<file path="config.mk">
export PLATFORM = sky130hd
export DESIGN_NAME = traffic_intersection_ctrl
export DESIGN_NICKNAME = d
export VERILOG_FILES = /design/src/rtl/traffic_intersection_ctrl.sv
export SDC_FILE = /design/constraint.sdc
export NUM_CORES = 1
export LEC_CHECK = 0
export ABC_AREA = 1
export BUFFER_PORTS_ARGS = -buffer_cell sky130_fd_sc_hd__buf_2
export CORE_AREA = 2 2 51 53
export CTS_BUF_LIST = sky130_fd_sc_hd__clkbuf_8
export CTS_CLUSTER_SIZE = 28
export DETAILED_ROUTE_END_ITERATION = 10
export DIE_AREA = 0 0 53 55
export HOLD_SLACK_MARGIN = 0.08
export PLACE_DENSITY_LB_ADDON = 0.15
export SLEW_MARGIN = 10
export SYNTH_ARGS = -nofsm -noshare
export SYNTH_HDL_FRONTEND = slang
export SYNTH_SLANG_ARGS = --single-unit
</file>
<file path="constraint.sdc">
create_clock -name clk -period 3.1 [get_ports clk]
set_input_delay 0.31 -clock clk [delete_from_list [all_inputs] [get_ports clk]]
set_output_delay 0.31 -clock clk [all_outputs]
set_load 0.005 [all_outputs]
</file>
<file path="src/rtl/traffic_intersection_ctrl.sv">
// rtl/traffic_intersection_ctrl.sv - two-road intersection sequencer with pedestrian phase
// Moore FSM: light enables and debug state code decode from the state register only.
module traffic_intersection_ctrl #(
  parameter int unsigned T_MIN_GRN  = 1000,
  parameter int unsigned T_YLW      = 300,
  parameter int unsigned T_ALLRED   = 100,
  parameter int unsigned T_SIDE_MIN = 500,
  parameter int unsigned T_SIDE_MAX = 2000,
  parameter int unsigned T_WALK     = 800
) (
  input  logic       clk,
  input  logic       rst_n,
  input  logic       car_side,
  input  logic       ped_req,
  output logic       main_grn,
  output logic       main_ylw,
  output logic       main_red,
  output logic       side_grn,
  output logic       side_ylw,
  output logic       side_red,
  output logic       walk,
  output logic [2:0] state
);

  localparam int unsigned T_MAX_A = (T_MIN_GRN > T_YLW) ? T_MIN_GRN : T_YLW;
  localparam int unsigned T_MAX_B = (T_ALLRED > T_SIDE_MIN) ? T_ALLRED : T_SIDE_MIN;
  localparam int unsigned T_MAX_C = (T_SIDE_MAX > T_WALK) ? T_SIDE_MAX : T_WALK;
  localparam int unsigned T_MAX_D = (T_MAX_A > T_MAX_B) ? T_MAX_A : T_MAX_B;
  localparam int unsigned T_MAX   = (T_MAX_C > T_MAX_D) ? T_MAX_C : T_MAX_D;
  localparam int CW = $clog2(T_MAX) + 1;

  // Terminal counts: a state with duration T exits on the edge where cnt == T-1.
  localparam logic [CW-1:0] MIN_GRN_L  = CW'(T_MIN_GRN - 1);
  localparam logic [CW-1:0] YLW_L      = CW'(T_YLW - 1);
  localparam logic [CW-1:0] ALLRED_L   = CW'(T_ALLRED - 1);
  localparam logic [CW-1:0] SIDE_MIN_L = CW'(T_SIDE_MIN - 1);
  localparam logic [CW-1:0] SIDE_MAX_L = CW'(T_SIDE_MAX - 1);
  localparam logic [CW-1:0] WALK_L     = CW'(T_WALK - 1);

  typedef enum logic [2:0] {
    MAIN_G = 3'd0,
    MAIN_Y = 3'd1,
    CLR_A  = 3'd2,
    SIDE_G = 3'd3,
    SIDE_Y = 3'd4,
    CLR_B  = 3'd5,
    PED    = 3'd6
  } state_t;

  state_t          state_q, state_d;
  logic [CW-1:0]   cnt;
  logic            side_req_q, ped_req_q;
  logic            enter_side, enter_ped;

  always_comb begin
    state_d = state_q;
    case (state_q)
      MAIN_G: if (cnt >= MIN_GRN_L && (side_req_q || ped_req_q)) state_d = MAIN_Y;
      MAIN_Y: if (cnt == YLW_L) state_d = CLR_A;
      CLR_A:  if (cnt == ALLRED_L) state_d = ped_req_q ? PED : SIDE_G;
      SIDE_G: if (cnt == SIDE_MAX_L || (cnt >= SIDE_MIN_L && !car_side)) state_d = SIDE_Y;
      SIDE_Y: if (cnt == YLW_L) state_d = CLR_B;
      PED:    if (cnt == WALK_L) state_d = CLR_B;
      CLR_B:  if (cnt == ALLRED_L) state_d = MAIN_G;
      default: state_d = MAIN_G;
    endcase
  end

  assign enter_side = (state_d == SIDE_G) && (state_q != SIDE_G);
  assign enter_ped  = (state_d == PED) && (state_q != PED);

  always_ff @(posedge clk or negedge rst_n) begin
    if (!rst_n) begin
      state_q    <= MAIN_G;
      cnt        <= '0;
      side_req_q <= 1'b0;
      ped_req_q  <= 1'b0;
    end else begin
      state_q <= state_d;
      if (state_d != state_q)
        cnt <= '0;
      else if (cnt != '1)
        cnt <= cnt + CW'(1);
      // Clear on phase entry beats a coincident set so the served request is consumed.
      if (enter_side)
        side_req_q <= 1'b0;
      else if (car_side && state_q != SIDE_G)
        side_req_q <= 1'b1;
      if (enter_ped)
        ped_req_q <= 1'b0;
      else if (ped_req && state_q != PED)
        ped_req_q <= 1'b1;
    end
  end

  always_comb begin
    main_grn = 1'b0;
    main_ylw = 1'b0;
    main_red = 1'b1;
    side_grn = 1'b0;
    side_ylw = 1'b0;
    side_red = 1'b1;
    walk     = 1'b0;
    case (state_q)
      MAIN_G: begin main_grn = 1'b1; main_red = 1'b0; end
      MAIN_Y: begin main_ylw = 1'b1; main_red = 1'b0; end
      SIDE_G: begin side_grn = 1'b1; side_red = 1'b0; end
      SIDE_Y: begin side_ylw = 1'b1; side_red = 1'b0; end
      PED:    walk = 1'b1;
      default: ;
    endcase
  end

  assign state = state_q;

endmodule

</file>
==> results.tsv, run 1 <==
stage	metric	value	unit
sta	fin_crit_sh	66.4	%
global_route	grt_pass1_wl	4.61	mm
global_route	grt_max_degree	18	
synthesis	synth_seq_cells	17	
die	ioPinCount	14	
critical_path	crit_required	3.28	ns
synthesis	synth_top_area_share	34.0	%
synthesis	netlist_area	0.00125	sq mm
detailed_routing	drc	0	
detailed_routing	vias_per_cell	5.23	
detailed_routing	first_iter_violations	32	
critical_path	end_kind	flop	
sta	whs	0.390	ns
critical_path	cp_max_fo	12	
clocking	clk_path_buf_depth	2	
sta	max_freq	0.486	GHz
critical_path	crit_arrival	2.24	ns
placed_design	finalWeightedCongestion	0.872	
clocking	postCtsSetupBuffers	0	
sta	fin_skew	0.00119	ns
finish	layout_commonest_cell	nand2_1	
sta	drv_slew	0	
finish	drive_gt1_share	20.9	%
die	die_h	55	um
clocking	path_clk_slew	0.07	ns
clocking	postCtsHoldBufs	1	
synthesis	yosysWarnings	0	
global_route	grt_remaining_overflow	0	
critical_path	criticalPathCategory	flop to flop	
finish	antennaDiodeCount	0	
sta	setup-violations-final	0	
die	fp.dieW	53	um
global_route	grt_pass1_vias	1072	
power_and_ir_drop	power.leakage	0.722	nW
finish	fin_nets	207	
clocking	cts_tree	yes	
die	initial_utilization	53.0	%
sta	setup_tns	0	ns
die	die_area	0.00292	sq mm
power_and_ir_drop	ir_worst_vdd	0.000213	V
detailed_routing	via_count	1209	
finish	fin_util	58.7	%
sta	tightest_slew	0.395	ns
finish	syn_to_final_growth	10.8	%
sta	grt_setup_unrepaired	no	
sta	finalHoldViolations	0	
synthesis	synth_seq_area_share	34.0	%
finish	layout_common_cells	41 x nand2_1, 27 x nor2_1, 24 x inv_1, 17 x dfrtp_1, 14 x nand3_1	
synthesis	syn-num-nets	190	
detailed_routing	post_drt_wl_per_cell	12.1	um
clocking	cts_sinks	17	
synthesis	ys_types	25	
detailed_routing	dr.pass1.iters	4	
clocking	htree_levels	1	
global_route	grtUsageTotal	22.2	%
detailed_routing	wirelength	2.80	mm
synthesis	synthTopCellsByArea	dfrtp_1 34%, nand2_1 12%, nor2_1 8.1%	
placed_design	port_buffers	13	
synthesis	synth.avg_cell_area	6.77	sq um
clocking	cts-resized-gates	0	
die	core	0.00236	sq mm
flow_run	maxCapViolCount	0	
sta	fin_crit	2.06	ns
critical_path	r2r_setup_slack	1.04	ns
synthesis	yosysTopAreaCell	dfrtp_1	
clocking	clk_latency	0.25	ns
run_status	outcome	finished clean	
power_and_ir_drop	power_density	285	mW/mm^2
hold_path	hold_path.class	primary input to flop	
global_route	grt_antenna_before_repair	0	
clocking	cts_made_buffers	3	
clocking	root_buffer	clkbuf_8	
critical_path	startpoint_type	flop	
placed_design	place_hpwl	2.19	mm
detailed_routing	antenna_left	0	
die	num_rows	18	
sta	relSlewSlack	73.4	%
synthesis	syn_inst	185	
==> metrics by stage <==
step	instances	area (sq um)	setup WS [ns]	power [mW]
CTS	231	1390	1.02	0.401
detailed placement	226	1330	1.02	0.233
floorplan	185	1250	1.35	0.227
finish	231	1390	1.04	0.395
global placement	226	1330	1.16	0.233
global route	231	1390	0.840	0.410
==> cells by family after synthesis <==
family                   count (synthesis)  synth area share (%)
flip-flops                              17                  34.0
XOR/XNOR                                 4                  2.80
buffers and inverters                   29                  9.89
AND/OR/NAND/NOR                        117                  44.2
adder cells (fa/ha/maj)                  1                 0.999
AO/OA/AOI/OAI                           17                  8.19
==> state kept, by name, summed over array words and instances (netlist names) <==
| register | flops |
|---|---|
| side_req_q | 1 |
| cnt | 12 |
| state | 3 |
| ped_req_q | 1 |
==> routing by layer <==
layer | wire (um) | GRT usage [%]
met3 | 120 | 3.23
met2 | 1410 | 40.4
met1 | 1240 | 26.4
met5 | 0 | 0
met4 | 29 | 8.97
==> layout make-up <==
class	count	area, sq um
clock buffer	3	41.3
clock inverter	1	3.75
fill	248	977
inverter	27	101
multi-input combinational	139	703
sequential	17	425
tap	30	37.5
timing repair buffer	14	75.1
==> cells in the mapped netlist <==
| library cell | number |
|---|---|
| nor3_1 | 7 |
| nor2_2 | 13 |
| a21oi_2 | 1 |
| dfrtp_1 | 17 |
| nand2_2 | 2 |
| o21bai_1 | 1 |
| inv_1 | 23 |
| or2_2 | 2 |
| nand2_1 | 41 |
| nand4_1 | 6 |
| nor4_1 | 1 |
| o311ai_0 | 1 |
| a21o_1 | 2 |
| nor2_1 | 27 |
| xnor2_1 | 1 |
| buf_6 | 2 |
| nor2_4 | 2 |
| a21oi_1 | 2 |
| a22oi_1 | 1 |
| o21ai_0 | 9 |
| xor2_1 | 3 |
| nand3_2 | 2 |
| inv_2 | 4 |
| nand3_1 | 14 |
| ha_1 | 1 |
==> path summary, 6_finish.rpt <==
| path | startpoint | end | cells past startpoint |
|---|---|---|---|
| worst min-delay path | ped_req | ped_req_q | 4 |
| worst min register to register | side_req_q | side_req_q | 2 |
| min in group asynchronous | rst_n | state[2] | 2 |
| max in group asynchronous | rst_n | cnt[8] | 2 |
| worst max register to register | cnt[0] | cnt[11] | 9 |
| worst max-delay path | cnt[0] | cnt[11] | 9 |
==> critical path: stages (launching register included) <==
cell     delay, ns
dfrtp_1       0.38
ha_1          0.28
nand2_1       0.13
nor2_2        0.22
nand4_1       0.16
nand3_1       0.17
nand3_2       0.10
nand2_1       0.08
nand3_2       0.28
nor2_1        0.18
==> power breakdown <==
part / switching, mW / total [mW] / internal, mW
Combinational: 0.00540 / 0.00794 / 0.00254
Sequential: 0.0000000000000000160 / 0.222 / 0.222
Clock: 0.0776 / 0.166 / 0.0880
Power figures use the tool's default switching activity.
==> run 2: changes to the inputs <==
Settings changed: CORE_AREA 2 2 51 53 to 2 2 52 54, DIE_AREA 0 0 53 55 to 0 0 54 56.
Clock period 3.1 ns to 1.7 ns, I/O delays scaled along.
==> run 2 against run 1 <==
Compared with the run above: the run now ends with setup timing left; core utilization up 20 points; sequential share of layout area down 8.3 points; die area up 3.7%; clock power up 86%; final cell count up 18%; fmax up 3.3%; sequential power up 82%; count of clock-buffer cells in the layout unchanged; flip-flop and latch count unchanged; critical endpoint is now cnt[7]; largest power group unchanged.
==> results.tsv, run 2 (synthesis gave the netlist of run 1 again) <==
stage	metric	value	unit	change
finish	drive_gt1_share	49.2	%	+28 points
global_route	grt_use_met1	34.8	%	+8.5 points
critical_path	max_stage_delay	0.44	ns	+0.06 ns
global_route	grt_util_met2	40.2	%	-0.17 points
die	die_h	56	um	+1.8%
power_and_ir_drop	p_seq_share	55.5	%	-0.6 points
critical_path	startpoint_type	flop		
die	fp.dieW	54	um	+1.9%
hold_path	hold_path.class	primary input to flop		
critical_path	criticalPathCategory	flop to flop		
sta	fin_skew	0.00543	ns	+0.00424 ns
power_and_ir_drop	p_comb_share	2.2	%	+0.2 points
power_and_ir_drop	ir_worst_vdd	0.000406	V	+90%
power_and_ir_drop	power_density	381	mW/mm^2	+34%
sta	tightest_slew	0.501	ns	+0.106 ns
detailed_routing	dr.pass1.iters	4		unchanged
sta	fin_crit	1.99	ns	-0.0653 ns
finish	fin_area	0.00191	sq mm	+38%
die	initial_utilization	51.5	%	-1.5 points
power_and_ir_drop	p_int	0.570	mW	+82%
critical_path	crit_required	1.89	ns	-1.39 ns
finish	largest_register_ff_count	12		unchanged
clocking	path_clk_slew	0.07	ns	about the same
finish	layout_common_cells	39 x buf_4, 32 x nand2_1, 20 x inv_1, 17 x nor2_2		
sta	whs	0.293	ns	-0.0976 ns
detailed_routing	first_iter_violations	68		+110%
power_and_ir_drop	p_clk_share	42.3	%	+0.4 points
clocking	clk_latency	0.26	ns	about the same
placed_design	pre_cts_ws	-0.159	ns	-1.18 ns
global_route	grt_pass1_wl	5.80	mm	+26%
sta	finalHoldViolations	0		unchanged
clocking	root_buffer	clkbuf_8		
sta	setup-violations-final	14		+14
power_and_ir_drop	switching_share	21.8	%	+0.79 points
power_and_ir_drop	power_switching	0.159	mW	+91%
global_route	busiest_layer	met2		
finish	top_register	cnt		
global_route	grt_remaining_overflow	0		unchanged
die	num_rows	18		unchanged
clocking	htree_levels	1		unchanged
finish	antennaDiodeCount	0		unchanged
run_status	outcome	finished with violations		
global_route	grt_max_degree	18		unchanged
flow_run	maxCapViolCount	0		unchanged
sta	relSlewSlack	66.3	%	-7.1 points
clocking	clk_path_buf_depth	2		unchanged
detailed_routing	post_drt_wl_per_cell	16.4	um	+36%
power_and_ir_drop	finalPower	0.728	mW	+84%
sta	drv_slew	0		unchanged
global_route	grtUsageTotal	25.4	%	+3.2 points
clocking	cts_tree	yes		
placed_design	finalWeightedCongestion	0.940		+7.8%
sta	max_freq	0.502	GHz	+3.3%
finish	nFillCells	159		-36%
clocking	cts_sinks	17		unchanged
global_route	use_met3	4.30	%	+1.1 points
run_status	violations	setup timing		
sta	grt_setup_unrepaired	yes		
detailed_routing	via_count	1539		+27%
critical_path	cp_max_fo	6		-6
critical_path	crit_arrival	2.18	ns	-0.06 ns
finish	fin_util	78.5	%	+20 points
detailed_routing	antenna_left	0		unchanged
detailed_routing	vias_per_cell	5.66		+8.1%
placed_design	place_hpwl	2.59	mm	+18%
placed_design	port_buffers	13		unchanged
power_and_ir_drop	power.leakage	0.949	nW	+32%
finish	syn_to_final_growth	52.5	%	
critical_path	end_kind	flop		
die	die_area	0.00302	sq mm	+3.7%
detailed_routing	drc	0		unchanged
placed_design	place_area	0.00159	sq mm	+19%
detailed_routing	wirelength	4.47	mm	+60%
sta	fin_crit_sh	117	%	+51 points
sta	fin_ws	-0.294	ns	-1.33 ns
critical_path	slowest_stage	dfrtp_1		
die	ioPinCount	14		unchanged
global_route	grt_pass1_vias	1348		+26%
clocking	cts_made_buffers	3		unchanged
finish	fin_nets	248		+20%
finish	layout_commonest_cell	buf_4		
critical_path	worstPathCellList	nor3_1 > o21ai_0 > a21oi_1 > a21oi_4 > nand4_1 > nand3_4 > clkbuf_16 > nor2_2		
die	core	0.00243	sq mm	+2.9%
global_route	grt_antenna_before_repair	0		unchanged
run 2: cell types whose count changed in the layout (fill, tap and decap cells not counted), moves of 5 or more:
cell / before / now
nand3_1: 14 / 9
buf_4: 0 / 39
nor2_4: 2 / 10
nor2_1: 27 / 15
nand2_2: 2 / 10
nand2_1: 41 / 32
run 2: area by class of cell:
cell class | count | area, sq um | area share [%]
inverter | 27 | 101 | 5.30
clock inverter | 1 | 3.75 | 0.196
multi-input combinational | 139 | 886 | 46.4
clock buffer | 3 | 41.3 | 2.16
timing repair buffer | 55 | 413 | 21.6
tap | 30 | 37.5 | 1.96
sequential | 17 | 428 | 22.4
run 2: timing repair:
item,CTS,global route
hold buffers,1,0
resized for setup,7,41
buffers inserted,2,7
cloned,0,1
endpoints found under the hold margin,17,0
pin swaps,4,15
setup endpoints to repair,12,14
run 2: power groups by stage:
stage,logic [mW],clock network (mW),registers [mW]
after floorplan,0.00171,0,0.412
after global placement,0.0136,0,0.412
after detailed placement,0.0138,0,0.412
after CTS,0.0155,0.305,0.404
after global routing,0.0187,0.332,0.404
final,0.0158,0.308,0.404
run 2: layer usage:
metal / vias to the layer above / share of wire (%) / wire, um
met5: - / 0 / 0
met4: 0 / 3.7 / 165
met3: 21 / 5.8 / 258
met2: 83 / 51 / 2260
met1: 730 / 40 / 1780
li1: 705 / - / -
run 2: worst paths after layout:
check / startpoint / to / slack (ns) / depth (start not counted)
setup / recovery: state[2] / cnt[7] / -0.29 / 8
max in group asynchronous: rst_n / cnt[8] / 1.03 / 2
min in group asynchronous: rst_n / cnt[4] / 0.36 / 2
hold / removal: ped_req / ped_req_q / 0.29 / 4
setup reg to reg: state[2] / cnt[7] / -0.29 / 8
hold reg to reg: side_req_q / side_req_q / 0.58 / 2
run 2: worst max-delay path, delay by kind of cell (launching register included):
family                 cells  cell delay [ns]
AOI/OAI and AO/OA          3             0.59
buffers and inverters      1             0.19
DFF                        1             0.44
and+or+nand+nor            4             0.70
run 2: stage by stage:
step / setup TNS [ns] / cells
after floorplan: 0 / 185
after global placement: -0.851 / 257
after detailed placement: -1.21 / 257
after CTS: -0.292 / 264
after global routing: -3.82 / 272
final: -3.23 / 272
==> run 3: changes to the inputs <==
Settings changed: CORE_AREA 2 2 52 54 to 2 2 51 53, DIE_AREA 0 0 54 56 to 0 0 53 55.
Clock period 1.7 ns to 2.55 ns, I/O delays scaled along.
==> run 3 against run 2 <==
Compared with the run above: the flow now finishes without violations; flip-flop and latch count unchanged; via count down 21%; critical path depth up 3; cell area down 27%; global-route usage down 3.7 points; largest power group unchanged; first-iteration DRC count down 53%; count of clock-buffer cells in the layout unchanged; fmax down 3.7%.
==> results.tsv, run 3 (synthesis gave the netlist of run 1 again) <==
stage	metric	value	unit	change
detailed_routing	antenna_left	0		unchanged
clocking	path_clk_slew	0.07	ns	about the same
critical_path	crit_arrival	2.21	ns	+0.03 ns
finish	top_register	cnt		
global_route	grt_max_degree	18		unchanged
critical_path	end_kind	flop		
power_and_ir_drop	p_comb_share	2.0	%	-0.2 points
die	die_h	55	um	-1.8%
sta	fin_crit_sh	81.2	%	-36 points
detailed_routing	dr.pass1.iters	4		unchanged
critical_path	cp_max_fo	7		+1
finish	layout_commonest_cell	nand2_1		
critical_path	criticalPathCategory	flop to flop		
power_and_ir_drop	p_clk_share	42.1	%	-0.2 points
sta	fin_crit	2.07	ns	+0.0761 ns
sta	grt_setup_unrepaired	no		
sta	tightest_slew	0.396	ns	-0.105 ns
die	num_rows	18		unchanged
die	initial_utilization	53.0	%	+1.5 points
clocking	cts-resized-gates	0		-7
sta	setup_tns	0	ns	+3.23 ns
finish	syn_to_final_growth	10.8	%	
placed_design	port_buffers	13		unchanged
clocking	postCtsHoldBufs	1		unchanged
die	core	0.00236	sq mm	-2.8%
die	die_area	0.00292	sq mm	-3.6%
global_route	grtUsageTotal	21.7	%	-3.7 points
critical_path	crit_required	2.69	ns	+0.80 ns
sta	setup-violations-final	0		-14
clocking	cts_made_buffers	3		unchanged
power_and_ir_drop	switching_share	21.3	%	-0.52 points
die	fp.dieW	53	um	-1.9%
flow_run	maxCapViolCount	0		unchanged
detailed_routing	via_count	1213		-21%
placed_design	finalWeightedCongestion	0.872		-7.3%
finish	layout_common_cells	41 x nand2_1, 27 x nor2_1, 24 x inv_1, 17 x dfrtp_1, 14 x nand3_1		
hold_path	hold_path.class	primary input to flop		
power_and_ir_drop	p_seq_share	55.9	%	+0.4 points
power_and_ir_drop	finalPower	0.482	mW	-34%
clocking	cts_sinks	17		unchanged
power_and_ir_drop	p_int	0.380	mW	-33%
sta	fin_skew	0.00121	ns	-0.00422 ns
detailed_routing	first_iter_violations	32		-53%
clocking	cts_tree	yes		
finish	fin_nets	207		-17%
run_status	outcome	finished clean		
sta	relSlewSlack	73.6	%	+7.4 points
power_and_ir_drop	power_switching	0.103	mW	-35%
detailed_routing	drc	0		unchanged
global_route	grt_pass1_vias	1083		-20%
power_and_ir_drop	power_density	348	mW/mm^2	-8.8%
finish	drive_gt1_share	20.9	%	-28 points
global_route	grt_remaining_overflow	0		unchanged
sta	finalHoldViolations	0		unchanged
detailed_routing	wirelength	2.84	mm	-36%
critical_path	startpoint_type	flop		
clocking	postCtsSetupBuffers	0		-2
sta	max_freq	0.483	GHz	-3.7%
power_and_ir_drop	ir_worst_vdd	0.000235	V	-42%
die	ioPinCount	14		unchanged
placed_design	place_hpwl	2.21	mm	-14%
clocking	clk_latency	0.26	ns	about the same
clocking	clk_path_buf_depth	2		unchanged
power_and_ir_drop	power.leakage	0.722	nW	-24%
global_route	grt_pass1_wl	4.51	mm	-22%
clocking	htree_levels	1		unchanged
sta	drv_slew	0		unchanged
global_route	grt_antenna_before_repair	0		unchanged
detailed_routing	post_drt_wl_per_cell	12.3	um	-25%
clocking	root_buffer	clkbuf_8		
detailed_routing	vias_per_cell	5.25		-7.2%
finish	largest_register_ff_count	12		unchanged
finish	antennaDiodeCount	0		unchanged
## run 3: layer usage
metal | share of wire [%] | up-vias | GRT usage (%)
met4 | 1.5 | 0 | 8.97
met1 | 45 | 563 | 24.8
met5 | 0 | - | 0
met3 | 3.5 | 5 | 2.42
met2 | 50 | 23 | 41.3
li1 | - | 622 | -
## run 3: power by group through the flow
stage                     registers, mW  logic, mW  clock network [mW]
final                             0.270    0.00971               0.203
after global routing              0.269     0.0114               0.217
after CTS                         0.270     0.0103               0.208
after detailed placement          0.275    0.00907                   0
after global placement            0.275    0.00872                   0
after floorplan                   0.275    0.00114                   0
## run 3: cell type report
| class | instances | area, sq um |
|---|---|---|
| timing repair buffer | 14 | 75.1 |
| clock inverter | 1 | 3.75 |
| fill | 253 | 977 |
| multi-input combinational | 139 | 703 |
| sequential | 17 | 425 |
| inverter | 27 | 101 |
| tap | 30 | 37.5 |
| clock buffer | 3 | 41.3 |
## run 3: worst max-delay path, cell delays in order, from the launching register on
cell and delay, ns:
dfrtp_1 0.38, ha_1 0.28, nand2_1 0.13, nor2_2 0.22
nand3_1 0.18, nor2_2 0.15, nand2_2 0.13, nand2_1 0.10
inv_1 0.06, nand4_1 0.09, xor2_1 0.16, nor2_1 0.06
## run 3: final timing paths
path / slack [ns] / cells past startpoint / startpoint / end
max: 0.48 / 11 / cnt[0] / cnt[11]
min: 0.33 / 4 / ped_req / ped_req_q
max reg2reg: 0.48 / 11 / cnt[0] / cnt[11]
min reg2reg: 0.57 / 2 / side_req_q / side_req_q
max in group asynchronous: 1.81 / 2 / rst_n / cnt[8]
min in group asynchronous: 0.46 / 2 / rst_n / ped_req_q
## run 3: per-stage QoR
| step | cell area, sq um | hold slack (ns) | util [%] | setup WS [ns] | instances |
|---|---|---|---|---|---|
| after floorplan | 1250 | -0.0406 | - | 0.805 | 185 |
| after global placement | 1330 | 0.197 | 56.3 | 0.612 | 226 |
| after detailed placement | 1330 | 0.207 | 56.3 | 0.472 | 226 |
| after CTS | 1390 | 0.338 | 58.7 | 0.467 | 231 |
| after global routing | 1390 | 0.377 | 58.7 | 0.281 | 231 |
| final | 1390 | 0.333 | 58.7 | 0.480 | 231 |
